`config.mk`:
```
export PLATFORM = sky130hd
export DESIGN_NAME = wb_load_sequencer
export DESIGN_NICKNAME = d
export VERILOG_FILES = /design/src/rtl/wb_load_sequencer.sv
export SDC_FILE = /design/constraint.sdc
export NUM_CORES = 1
export LEC_CHECK = 0
export BUFFER_PORTS_ARGS = -buffer_cell sky130_fd_sc_hd__buf_2
export CAP_MARGIN = 40
export CORE_ASPECT_RATIO = 0.9
export CORE_MARGIN = 8
export CORE_UTILIZATION = 49
export CTS_BUF_LIST = sky130_fd_sc_hd__clkbuf_4 sky130_fd_sc_hd__clkbuf_8 sky130_fd_sc_hd__clkbuf_16
export DETAILED_ROUTE_END_ITERATION = 6
export PLACE_DENSITY = 0.84
export SLEW_MARGIN = 10
export SYNTH_ARGS = -nofsm -noshare
export SYNTH_HDL_FRONTEND = slang
export SYNTH_SLANG_ARGS = --single-unit
```
`constraint.sdc`:
```
create_clock -name clk -period 5.4 [get_ports clk]
set_clock_uncertainty 0.15 [all_clocks]
set_input_delay 1.08 -clock clk [delete_from_list [all_inputs] [get_ports clk]]
set_output_delay 1.08 -clock clk [all_outputs]
set_load 0.01 [all_outputs]
```
`src/rtl/wb_load_sequencer.sv`:
```
// Register-file write-port sequencer: passes non-load writes straight through and
// stalls the core while RAM or IO load data is collected, then writes it back.
module wb_load_sequencer #(
    parameter int          TIMEOUT  = 1024,
    parameter logic [31:0] ERR_DATA = 32'hDEADBEEF
) (
    input  logic        clk,
    input  logic        rst_n,
    input  logic        instr_valid,
    input  logic        reg_write,
    input  logic        mem_to_reg,
    input  logic        is_io,
    input  logic        jal,
    input  logic [4:0]  rd,
    input  logic [31:0] alu_result,
    input  logic [31:0] pc_plus4,
    input  logic [31:0] ram_rdata,
    input  logic [31:0] io_rdata,
    input  logic        io_ack,
    output logic        io_rd_req,
    output logic        stall,
    output logic        rf_we,
    output logic [4:0]  rf_waddr,
    output logic [31:0] rf_wdata,
    output logic        timeout_err
);

    localparam int TW = (TIMEOUT > 1) ? $clog2(TIMEOUT) : 1;
    localparam logic [TW-1:0] TIMER_LAST = TW'(TIMEOUT - 1);

    typedef enum logic [1:0] {
        IDLE,
        RAM_WAIT,
        IO_WAIT,
        WB
    } state_t;

    state_t         state;
    logic [31:0]    buffer;
    logic [4:0]     wb_rd;
    logic [TW-1:0]  timer;
    logic           load_issue;

    assign load_issue = instr_valid & mem_to_reg;

    always_ff @(posedge clk) begin
        if (!rst_n) begin
            state       <= IDLE;
            buffer      <= '0;
            wb_rd       <= '0;
            timer       <= '0;
            io_rd_req   <= 1'b0;
            timeout_err <= 1'b0;
        end else begin
            case (state)
                IDLE: begin
                    if (load_issue) begin
                        wb_rd <= rd;
                        timer <= '0;
                        if (is_io) begin
                            state     <= IO_WAIT;
                            io_rd_req <= 1'b1;
                        end else begin
                            state <= RAM_WAIT;
                        end
                    end
                end
                RAM_WAIT: begin
                    buffer <= ram_rdata;
                    state  <= WB;
                end
                IO_WAIT: begin
                    // An ack arriving in the final timer cycle still delivers real data.
                    if (io_ack) begin
                        buffer    <= io_rdata;
                        io_rd_req <= 1'b0;
                        state     <= WB;
                    end else if (timer == TIMER_LAST) begin
                        buffer      <= ERR_DATA;
                        timeout_err <= 1'b1;
                        io_rd_req   <= 1'b0;
                        state       <= WB;
                    end else begin
                        timer <= timer + 1'b1;
                    end
                end
                WB: begin
                    state <= IDLE;
                end
                default: begin
                    state <= IDLE;
                end
            endcase
        end
    end

    // Non-load writes must land in the issuing cycle, so the write port is decoded combinationally.
    always_comb begin
        stall    = 1'b0;
        rf_we    = 1'b0;
        rf_waddr = wb_rd;
        rf_wdata = buffer;
        if (!rst_n) begin
            rf_waddr = '0;
            rf_wdata = '0;
        end else begin
            case (state)
                IDLE: begin
                    if (load_issue) begin
                        stall = 1'b1;
                    end else begin
                        rf_we    = instr_valid & reg_write & (rd != 5'd0);
                        rf_waddr = rd;
                        rf_wdata = jal ? pc_plus4 : alu_result;
                    end
                end
                RAM_WAIT, IO_WAIT: begin
                    stall = 1'b1;
                end
                WB: begin
                    rf_we = (wb_rd != 5'd0);
                end
                default: begin
                    stall = 1'b0;
                end
            endcase
        end
    end

endmodule

```
==> summary.md <==
| Metric | Value |
|---|---|
| Global-route wire length before repair | about 18000 µm |
| Nets | 715 |
| Final Max Slew Viols | 0 |
| Routability cong. | slightly below 0.9 |
| WL per Instance | ~17 µm |
| Leakage | between 0.002 and 0.0025 µW |
| Avg Cell Area, Syn | about 8.4 µm² |
| EDFF count, synth | 0 |
| Startpoint types | primary input |
| Area delta synth->final | 29.86% |
| Yosys cell types | between 40 and 50 |
| Via Count | roughly 3700 |
| Worst hold path startpoint | buffer[27] |
| Post-CTS Repair Setup Buffers | 0 |
| Maximum VDD drop | roughly 0.37 mV |
| Gr usage total | 0.2105 |
| Post-synth top flop | dfxtp_1 |
| Syn Nets | about 560 |
| Initial core utilization | 0.4976 |
| Worst-Margin Slew | 0.8797 ns |
| CP Max Fanout | 42 |
| Final HPWL DP | between 8000 and 9000 µm |
| Port Buffers | roughly 180 |
| CTS root buf | clkbuf_8 |
| Initial antenna violation count | 0 |
| CTS Buffer Depth | 2 |
| Max-slew headroom | 0.4121 |
| PwrDens | 464.8 nW/µm² |
| Register area share after synthesis | 0.2961 |
| Ys async rst share | 0 |
| Post-Route WL | between 10000 and 15000 µm |
| Die W | 104.4 µm |
| DIE AREA | approximately 10000 µm² |
| RSZ-0062 raised after global routing | no |
| Hold/Removal Path Class | reg2reg |
| Vias in the first global route | between 3000 and 4000 |
| Tot Pwr | 2081 µW |
| Data required time at the worst endpoint | 4.17 ns |
| Yosys synthesis warning count | 0 |
| DRT iter0 DRCs | between 150 and 200 |
| Final worst-path cycle share | 0.6687 |
| Core Box Area | slightly below 7000 µm² |
| Area of placed instances | roughly 4400 µm² |
| Final setup viols | 0 |
| # rows | 29 |
| Fin area | between 4000 and 5000 µm² |
| Final hold viol count | 0 |
| Fin Setup TNS | 0 ns |
| Synthesis-stage register bit count | about 50 |
| Cell Chain, Critical Path | buf_2 > a21boi_4 > buf_4 > nor2_1 > a211oi_1 > buf_2 |
| Core Util, Final | 0.6461 |
| CTS tree | built |
| Die height | roughly 96 µm |
| Critical path arrival | ~2.4 ns |
| Endpoint class of the critical path | primary output |
| Via/cell ratio | between 5 and 6 |
| CP max stage delay | roughly 0.39 ns |
| Maximum clock frequency | 0.2769 GHz |
| Post-CTS Resized | 0 |
| Type of the worst setup path | in2out |
| Clk_lat worst skew | about 0.31 ns |
| Detailed Routing Iterations Pass 1 | 4 |
| GRT overflow | 0 |
| Post-CTS Hold Buffers | 0 |
| Antenna diodes | 0 |
| Top cell by count, worst path | buf_2 |
| Outcome | finished clean |
| Worst Setup SP | instr_valid |
| Residual DRC | 0 |
| Tmin final | around 3.6 ns |
| Clock Pin Slew Worst Setup and Hold Paths | 0.09 ns |
| Final ANT Viol Nets | 0 |
| Maximum number of pins on one net before global-route repair | between 60 and 70 |
| Mapped Area | 3448 µm² |
| Clock Sinks | 51 |
| Htree depth | 2 |
| Reg-to-Reg Start | state[0] |
| Ratio of cells with drive above 1 in the final layout | 0.3627 |
| Gate Count Post-Synth | approximately 410 |
| I/O pin cnt | about 180 |
| TritonCTS buffer count | 5 |
| Max_cap viols | 0 |
| Slowest CP cell | buf_4 |
==> cell families after synthesis <==
group / synth area share
buf+inv: 0.06531
simple gates: 0.1847
flops: 0.2961
compound gates: 0.2551
mux: 0.1771
fa+ha+maj: 0.02177
==> cell type report <==
type	count	area, µm²
clock buffer	5	68.82
sequential	51	1021
tap	93	116.4
multi-input combinational	315	2213
clock inverter	2	37.54
inverter	6	22.52
fill	581	2452
timing repair buffer	189	998.5
==> flip-flops by register name (all words and copies together), names as in the netlist <==
register     cells
wb_rd            5
timeout_err      1
io_rd_req        1
buffer          32
state            2
timer           10
==> worst max-delay path: cells and delay by family <==
kind | cells | cell delay (ns)
buffers and inverters | 3 | 0.72
AOI/OAI and AO/OA | 2 | 0.47
and+or+nand+nor | 1 | 0.09
==> metal layers <==
metal,GRT usage,vias to the layer above,part of all wire
met1,0.2549,1739,0.42
met3,0.06014,13,0.070
li1,-,1850,-
met5,0,-,0
met4,0.05054,0,0.015
met2,0.3632,143,0.50
==> synth_stat cells (all sizes together), types with 4 or more instances <==
library cell,number,share of area
o211a,8,0.023
o211ai,4,0.0087
a21oi,17,0.026
buf,16,0.032
a211oi,35,0.076
nand2,49,0.053
dfxtp,51,0.30
ha,6,0.022
nand3,12,0.021
nor2,43,0.047
a31oi,4,0.0073
mux2i,61,0.18
a311oi,4,0.010
inv,6,0.0065
o21ai,7,0.010
clkbuf,24,0.026
nor3,4,0.0058
nor2b,8,0.015
o221ai,23,0.058
==> through the flow <==
step / instances / worst slack (ns) / hold slack, ns
6_report: 661 / 1.789 / 0.3111
5_1_grt: 661 / 1.666 / 0.3311
4_1_cts: 660 / 1.648 / 0.3147
3_5_place_dp: 653 / 1.649 / 0.2973
3_3_place_gp: 651 / 1.777 / 0.2938
2_1_floorplan: 412 / 2.109 / 0.2851
==> worst paths after layout <==
check / end / slack [ns] / depth (start not counted)
hold reg to reg: buffer[27] / 0.31 / 2
setup reg to reg: buffer[5] / 2.54 / 5
setup / recovery: rf_wdata[0] / 1.79 / 6
hold / removal: buffer[27] / 0.31 / 2
==> where the power goes <==
group / switching (µW) / internal, µW
Combinational: 748 / 505
Clock: 126 / 136
Sequential: 67.8 / 499
==> cells in the final DEF (no fill, tap or decap), drive strengths merged, types with 7 or more instances in the layout <==
cell | netlist | layout
a211oi | 35 | 35
a21oi | 17 | 17
buf | 16 | 189
dfxtp | 51 | 51
mux2i | 61 | 61
nand2 | 49 | 49
nand3 | 12 | 12
nor2 | 43 | 43
nor2b | 8 | 8
o211a | 8 | 8
o21ai | 7 | 7
o221ai | 23 | 23
Power figures use the tool's default switching activity.
